$ cat config.mk
export PLATFORM = sky130hd
export DESIGN_NAME = rvv_wb_arbiter
export DESIGN_NICKNAME = d
export VERILOG_FILES = /design/src/rtl/rvv_wb_arbiter.sv
export SDC_FILE = /design/constraint.sdc
export NUM_CORES = 1
export LEC_CHECK = 0
export CAP_MARGIN = 10
export CORE_MARGIN = 1.5
export CORE_UTILIZATION = 37
export CTS_CLUSTER_DIAMETER = 100
export CTS_CLUSTER_SIZE = 8
export DETAILED_ROUTE_END_ITERATION = 8
export GPL_TIMING_DRIVEN = 0
export PLACE_DENSITY = 0.86
export SYNTH_ARGS = -nofsm -noshare
export SYNTH_HDL_FRONTEND = slang
export SYNTH_SLANG_ARGS = --single-unit
$ cat constraint.sdc
create_clock -name clk -period 4.2 [get_ports clk]
set_clock_uncertainty 0.1 [all_clocks]
set_input_delay 0.42 -clock clk [delete_from_list [all_inputs] [get_ports clk]]
set_output_delay 0.42 -clock clk [all_outputs]
set_load 0.005 [all_outputs]
$ cat src/rtl/rvv_wb_arbiter.sv
// rvv_wb_arbiter: round-robin arbiter sharing one registered write-back port among N requesters.
// Define RVV_ARB_URGENT_EN to add the req_urgent port and a strict urgent-first class.
module rvv_wb_arbiter #(
   parameter  int N  = 4,
   parameter  int DW = 32,
   localparam int SW = $clog2(N)
) (
   input  logic            clk,
   input  logic            rst,
   input  logic            flush,
   input  logic [N-1:0]    req_valid,
   input  logic [N*DW-1:0] req_data,
   output logic [N-1:0]    req_ready,
`ifdef RVV_ARB_URGENT_EN
   input  logic [N-1:0]    req_urgent,
`endif
   output logic            out_valid,
   output logic [DW-1:0]   out_data,
   output logic [SW-1:0]   out_src,
   input  logic            out_ready,
   output logic            busy
);

   logic          out_valid_q, out_valid_d;
   logic [DW-1:0] out_data_q,  out_data_d;
   logic [SW-1:0] out_src_q,   out_src_d;
   logic [SW-1:0] ptr_q,       ptr_d;

   logic [N-1:0]  eligible;
   logic [N-1:0]  hi_mask;
   logic [N-1:0]  masked;
   logic [N-1:0]  pick;
   logic [SW-1:0] win;
   logic          found;
   logic          can_take;
   logic          handshake;

`ifdef RVV_ARB_URGENT_EN
   logic [N-1:0]  urgent_valid;

   // Urgent requesters, when any are valid, hide everyone else from the scan.
   assign urgent_valid = req_valid & req_urgent;
   assign eligible     = (|urgent_valid) ? urgent_valid : req_valid;
`else
   assign eligible     = req_valid;
`endif

   assign can_take  = !flush && !rst && (!out_valid_q || out_ready);
   assign handshake = can_take && found;

   // Wrap-around scan: lowest eligible index at or above ptr, else lowest overall.
   // NOTE: every combinational output gets a default first so no latch is inferred.
   always_comb begin
      hi_mask = '0;
      for (int i = 0; i < N; i++) begin
         hi_mask[i] = (i >= int'(ptr_q));
      end
      masked = eligible & hi_mask;
      pick   = (|masked) ? masked : eligible;
      found  = |eligible;
      win    = '0;
      for (int i = N - 1; i >= 0; i--) begin
         if (pick[i]) begin
            win = SW'(i);
         end
      end
   end

   always_comb begin
      req_ready = '0;
      if (handshake) begin
         req_ready[win] = 1'b1;
      end
   end

   always_comb begin
      out_valid_d = out_valid_q;
      out_data_d  = out_data_q;
      out_src_d   = out_src_q;
      ptr_d       = ptr_q;
      if (flush) begin
         out_valid_d = 1'b0;
         ptr_d       = '0;
      end else if (handshake) begin
         out_valid_d = 1'b1;
         out_data_d  = req_data[int'(win)*DW +: DW];
         out_src_d   = win;
         ptr_d       = (win == SW'(N - 1)) ? '0 : win + 1'b1;
      end else if (out_ready) begin
         out_valid_d = 1'b0;
      end
   end

   // NOTE: sequential state uses non-blocking assignments only; payload is reset too so out_data reads 0 after rst.
   always_ff @(posedge clk) begin
      if (rst) begin
         out_valid_q <= 1'b0;
         out_data_q  <= '0;
         out_src_q   <= '0;
         ptr_q       <= '0;
      end else begin
         out_valid_q <= out_valid_d;
         out_data_q  <= out_data_d;
         out_src_q   <= out_src_d;
         ptr_q       <= ptr_d;
      end
   end

   assign out_valid = out_valid_q;
   assign out_data  = out_data_q;
   assign out_src   = out_src_q;
   assign busy      = out_valid_q || (|req_valid);

endmodule

# Word-level counts from Yosys, hierarchy flattened
# Index checks and enable logic that the tools add are counted.
[classes]
add_sub_neg = 1
multipliers = 0
div_mod_pow = 0
magnitude_cmp = 5
n_eq_ne = 1
n_shift = 1
n_mux = 11
n_bitwise = 2
reduce_logical = 14
[op_table]
columns = ["cell", "n"]
rows = [
  ["128-bit by 8-bit variable part select with 32-bit output", 1],
  ["2-bit two-way mux", 5],
  ["4-bit two-way mux", 2],
  ["4-bit OR reduction", 2],
  ["4-bit AND", 1],
  ["1-bit by 2-bit greater-or-equal comparator with 1-bit output, first input constant", 2],
  ["1-bit logical AND", 4],
  ["1-bit logical NOT", 3],
  ["2-bit by 3-bit less-than comparator with 1-bit output, second input constant", 1],
  ["1-bit two-way mux", 3],
  ["2-bit by 1-bit adder with 2-bit output, second input constant", 1],
  ["1-bit demux with 2-bit select", 1],
  ["2-bit == test, second input constant", 1],
  ["2-bit by 1-bit greater-or-equal comparator with 1-bit output, second input constant", 1],
  ["2-bit greater-or-equal comparator, first input constant", 1],
  ["1-bit logical OR", 2],
  ["2-bit AND reduction", 1],
  ["2-bit nonzero test", 1],
  ["2-bit OR reduction", 1],
  ["1-bit NOT", 1],
]
[word_totals]
regBits = 37
latch_bits = 0
mem_bits_rw = 0
rom_bits = 0
in_bits = 136
output_inout_bits = 40
mem_count = 0

# Longest topological paths before layout
[depth]
word_depth = 13
ltp_mapped = 10
depth_no_buf = 7

# Worst setup path before layout
# No wires, ideal clock.
[synth_path]
path_type = "input-to-output"
from = "in req_valid[0]"
to = "out req_ready[0]"
arrival_ps = 1588
required_ps = 3680
setup_slack_ps = 2092
path_stages = 9
n_path_buf = 3
path_cell_list = "a21o_1 -> a21oi_1 -> o22a_1 -> buf_2 -> buf_6 -> buf_6 -> inv_2 -> ha_1 -> and2_1"
[synth_between]
elab_chain_cells = 12
word_cells_on_any_way = 15
classes_between = "order compare: 2; mux: 8; bitwise: 1; reduce/logical: 4"
[synth_rtl]
columns = ["element", "line", "source"]
rows = [
  ["start, declared", "11", "input logic [N-1:0] req_valid,"],
  ["4-bit AND", "58", "masked = eligible & hi_mask;"],
  ["4-bit OR reduction", "59", "pick = (|masked) ? masked : eligible;"],
  ["4-bit two-way mux", "59", ""],
  ["2-bit two-way mux (4 in a row)", "63", "if (pick[i]) begin"],
  ["2-bit by 3-bit less-than comparator with 1-bit output (not written as such) or 2-bit by 1-bit greater-or-equal comparator with 1-bit output (tied branches)", "72", "req_ready[win] = 1'b1;"],
  ["1-bit logical AND (not written as such)", "72", ""],
  ["1-bit two-way mux (not written as such)", "72", ""],
  ["1-bit demux with 2-bit select", "72", ""],
  ["4-bit two-way mux *", "71", "if (handshake) begin"],
  ["end, declared", "13", "output logic [N-1:0] req_ready,"],
]
# Mark *: on every way between the ends. The rest lies on a longest branch, timed or not.

# Final worst setup path
[layout_path]
from = "in req_valid[1]"
to = "out req_ready[0]"
# Same word-level chain as after synthesis.

==> metrics <==
Netlist Area Pre-Place 0.00236 mm^2; CP Class in2out; # setup viols final 0; n_diodes 0; Max-Cap Viols 0; status finished clean; Post-Syn Instances 225; period utilisation layout 77.0%; postcts setup bufs 0; die area 0.00688 mm^2; RD Place Congestion 0.768; num rows 28; number of global-route vias before repair 2548; clock transition at the registers of the reported paths 0.07 ns; DRC 0; Inst Count DP 475; Synth Register Bits 37; clk buf depth 2; PnR worst setup slack 0.968 ns; worst slew pin tran 0.525 ns; Final Non-Filler Cells 482; post-synthesis average cell area 10.5 um^2; CTS tree yes; Critical Path Sink req_ready[0]; Die Ht 82.9 um; VDD IR-drop max 0.136 mV; pre-CTS setup slack 0.961 ns; RSZ-0062 raised after global routing no; Total GRT Usage 21.8%; post-DP HPWL 6210 um; clk sinks 37; largest net degree at the start of global routing 11; width of the die 82.9 um; r2r worst-path depth 10; class of the worst hold path reg2reg; Total Neg Setup Slack 0 ns; global-route wire length before repair 12300 um; Clock Power Share 23.2%; IO Count 176; synth unique cells 23; Synth Warn # 0; register share of total power 37.4%; Critical Path Start req_valid[1]; initial drt markers 82; Psw 0.000306 W; DRT antenna net count 0; clk_lat worst skew 0.28 ns; Final Hold Viols 0; fin. max-slew vios 0; post-placement cell area 0.00421 mm^2; Max Clock Freq 0.309 GHz; crit end category output port; Routed WL 7630 um; Nets 544; CTS Root Cell clkbuf_8; combinational power share 39.4%; Syn Nets 362; critical path data arrival time 2.71 ns; synthesis-to-finish area growth 81.7%; worst reg-to-reg setup slack 2.14 ns; Starting Density 39.0%; relative slew slack 64.7%; cts repair resizes 0; Num CTS Buffers 5; via count 2441; DRT Pass-1 Iters 4; Startpoint Class input port; wire per inst 15.8 um; Core ar. 0.00606 mm^2; final instance area 0.00430 mm^2; share of cells above drive strength 1 14.0%; internal power 0.000792 W; # hold bufs at CTS 0; initial antenna violation count 0; total grt overflow 0; Sw Ratio 27.9%; Data required, critical path 3.68 ns; R2R Path Start ptr_q[0]; Crit Path Max Fanout 10; post-layout minimum cycle time 3.23 ns; share of the yosys chip area belonging to registers 31.3%; port buffer count 175; leakage power 1.59 nW; H-tree depth 2; power per cell area 256 mW/mm^2; Vias/cell 5.06; RR Endpoint ptr_q[1]
==> sequential cells by signal, indices dropped and copies added, names as in the netlist <==
register	flops
out_data	32
out_src	2
ptr_q	2
out_valid	1
==> worst min path at each step <==
| stage | start | endpoint | slack (ns) | depth (start not counted) |
|---|---|---|---|---|
| after global placement | out_data[23] | out_data[23] | 0.34 | 2 |
| after global routing | out_data[14] | out_data[14] | 0.39 | 2 |
| after detailed placement | out_data[15] | out_data[15] | 0.35 | 2 |
| final | out_data[0] | out_data[0] | 0.37 | 2 |
| after CTS | out_data[27] | out_data[27] | 0.37 | 2 |
| after floorplan | out_data[20] | out_data[20] | 0.36 | 2 |
==> per-layer routing <==
| layer | global-route usage, % | wire length (um) |
|---|---|---|
| met3 | 6.86 | 547 |
| met4 | 4.85 | 100 |
| met1 | 23.9 | 3030 |
| met5 | 0 | 0 |
| met2 | 40.9 | 3960 |
==> cells by family (layout without fill, tap and decap cells) <==
kind of cell             after synthesis  after routing  share of synthesized area (%)
flip-flops                            37             37                           31.3
AND/OR/NAND/NOR                       57             57                           11.3
multiplexers                          67             67                           28.4
adder cells (fa/ha/maj)                1              1                          0.529
AO/OA/AOI/OAI                         41             41                           21.7
buffers and inverters                 22            204                           6.83
==> cell usage after synthesis <==
library cell | count | area (um^2)
mux2i_1 | 67 | 671
dfxtp_1 | 37 | 741
nand2_1 | 33 | 124
o221ai_2 | 28 | 420
buf_2 | 9 | 45.0
buf_6 | 9 | 101
nand2b_1 | 6 | 37.5
nor2_1 | 6 | 22.5
a21oi_1 | 5 | 25.0
nor3_1 | 4 | 20.0
o221ai_1 | 4 | 35.0
inv_1 | 3 | 11.3
nor2b_1 | 3 | 18.8
nor4_2 | 2 | 25.0
a211o_1 | 1 | 8.76
a21o_1 | 1 | 7.51
and2_1 | 1 | 6.26
ha_1 | 1 | 12.5
inv_2 | 1 | 3.75
nand2_2 | 1 | 6.26
nor2_2 | 1 | 6.26
o22a_1 | 1 | 8.76
o22ai_1 | 1 | 6.26
==> worst max-delay path, stage by stage <==
cell	delay, ns
clkdlybuf4s50_1	0.52
a21o_1	0.21
a21oi_1	0.13
o22a_1	0.14
buf_2	0.12
buf_6	0.17
buf_6	0.19
inv_2	0.06
ha_1	0.16
and2_1	0.13
clkdlybuf4s50_1	0.44
==> power by group through the flow <==
stage                     registers (W)  logic (W)  clock network, W
after floorplan                0.000418   0.000192                 0
after global placement         0.000416   0.000430                 0
after detailed placement       0.000417   0.000437                 0
after CTS                      0.000410   0.000438          0.000260
after global routing           0.000415   0.000464          0.000274
final                          0.000410   0.000433          0.000255
==> stage by stage <==
| stage | hold slack (ns) | utilization (%) | power [W] |
|---|---|---|---|
| 2_1_floorplan | 0.357 | - | 0.000610 |
| 3_3_place_gp | 0.342 | 69.4 | 0.000846 |
| 3_5_place_dp | 0.352 | 69.4 | 0.000854 |
| 4_1_cts | 0.373 | 70.9 | 0.00111 |
| 5_1_grt | 0.389 | 70.9 | 0.00115 |
| 6_report | 0.368 | 70.9 | 0.00110 |
==> placed cells by master (no fill, tap or decap) <==
master | Yosys | routed
a211o_1 | 1 | 1
a21o_1 | 1 | 1
a21oi_1 | 5 | 5
and2_1 | 1 | 1
buf_2 | 9 | 9
buf_6 | 9 | 9
clkbuf_1 | 0 | 1
clkbuf_8 | 0 | 6
clkdlybuf4s50_1 | 0 | 175
dfxtp_1 | 37 | 37
ha_1 | 1 | 1
inv_1 | 3 | 3
inv_2 | 1 | 1
mux2i_1 | 67 | 67
nand2_1 | 33 | 33
nand2_2 | 1 | 1
nand2b_1 | 6 | 6
nor2_1 | 6 | 6
nor2_2 | 1 | 1
nor2b_1 | 3 | 3
nor3_1 | 4 | 4
nor4_2 | 2 | 2
o221ai_1 | 4 | 4
o221ai_2 | 28 | 28
o22a_1 | 1 | 1
o22ai_1 | 1 | 1
==> cell type report <==
class,instances,area (um^2)
Buffer,18,146
Clock buffer,7,86.3
Fill cell,485,1770
Inverter,4,15.0
Multi-Input combinational cell,166,1460
Sequential cell,37,741
Tap cell,75,93.8
Timing Repair Buffer,175,1750
No activity file was read; power rests on OpenSTA's default activity.
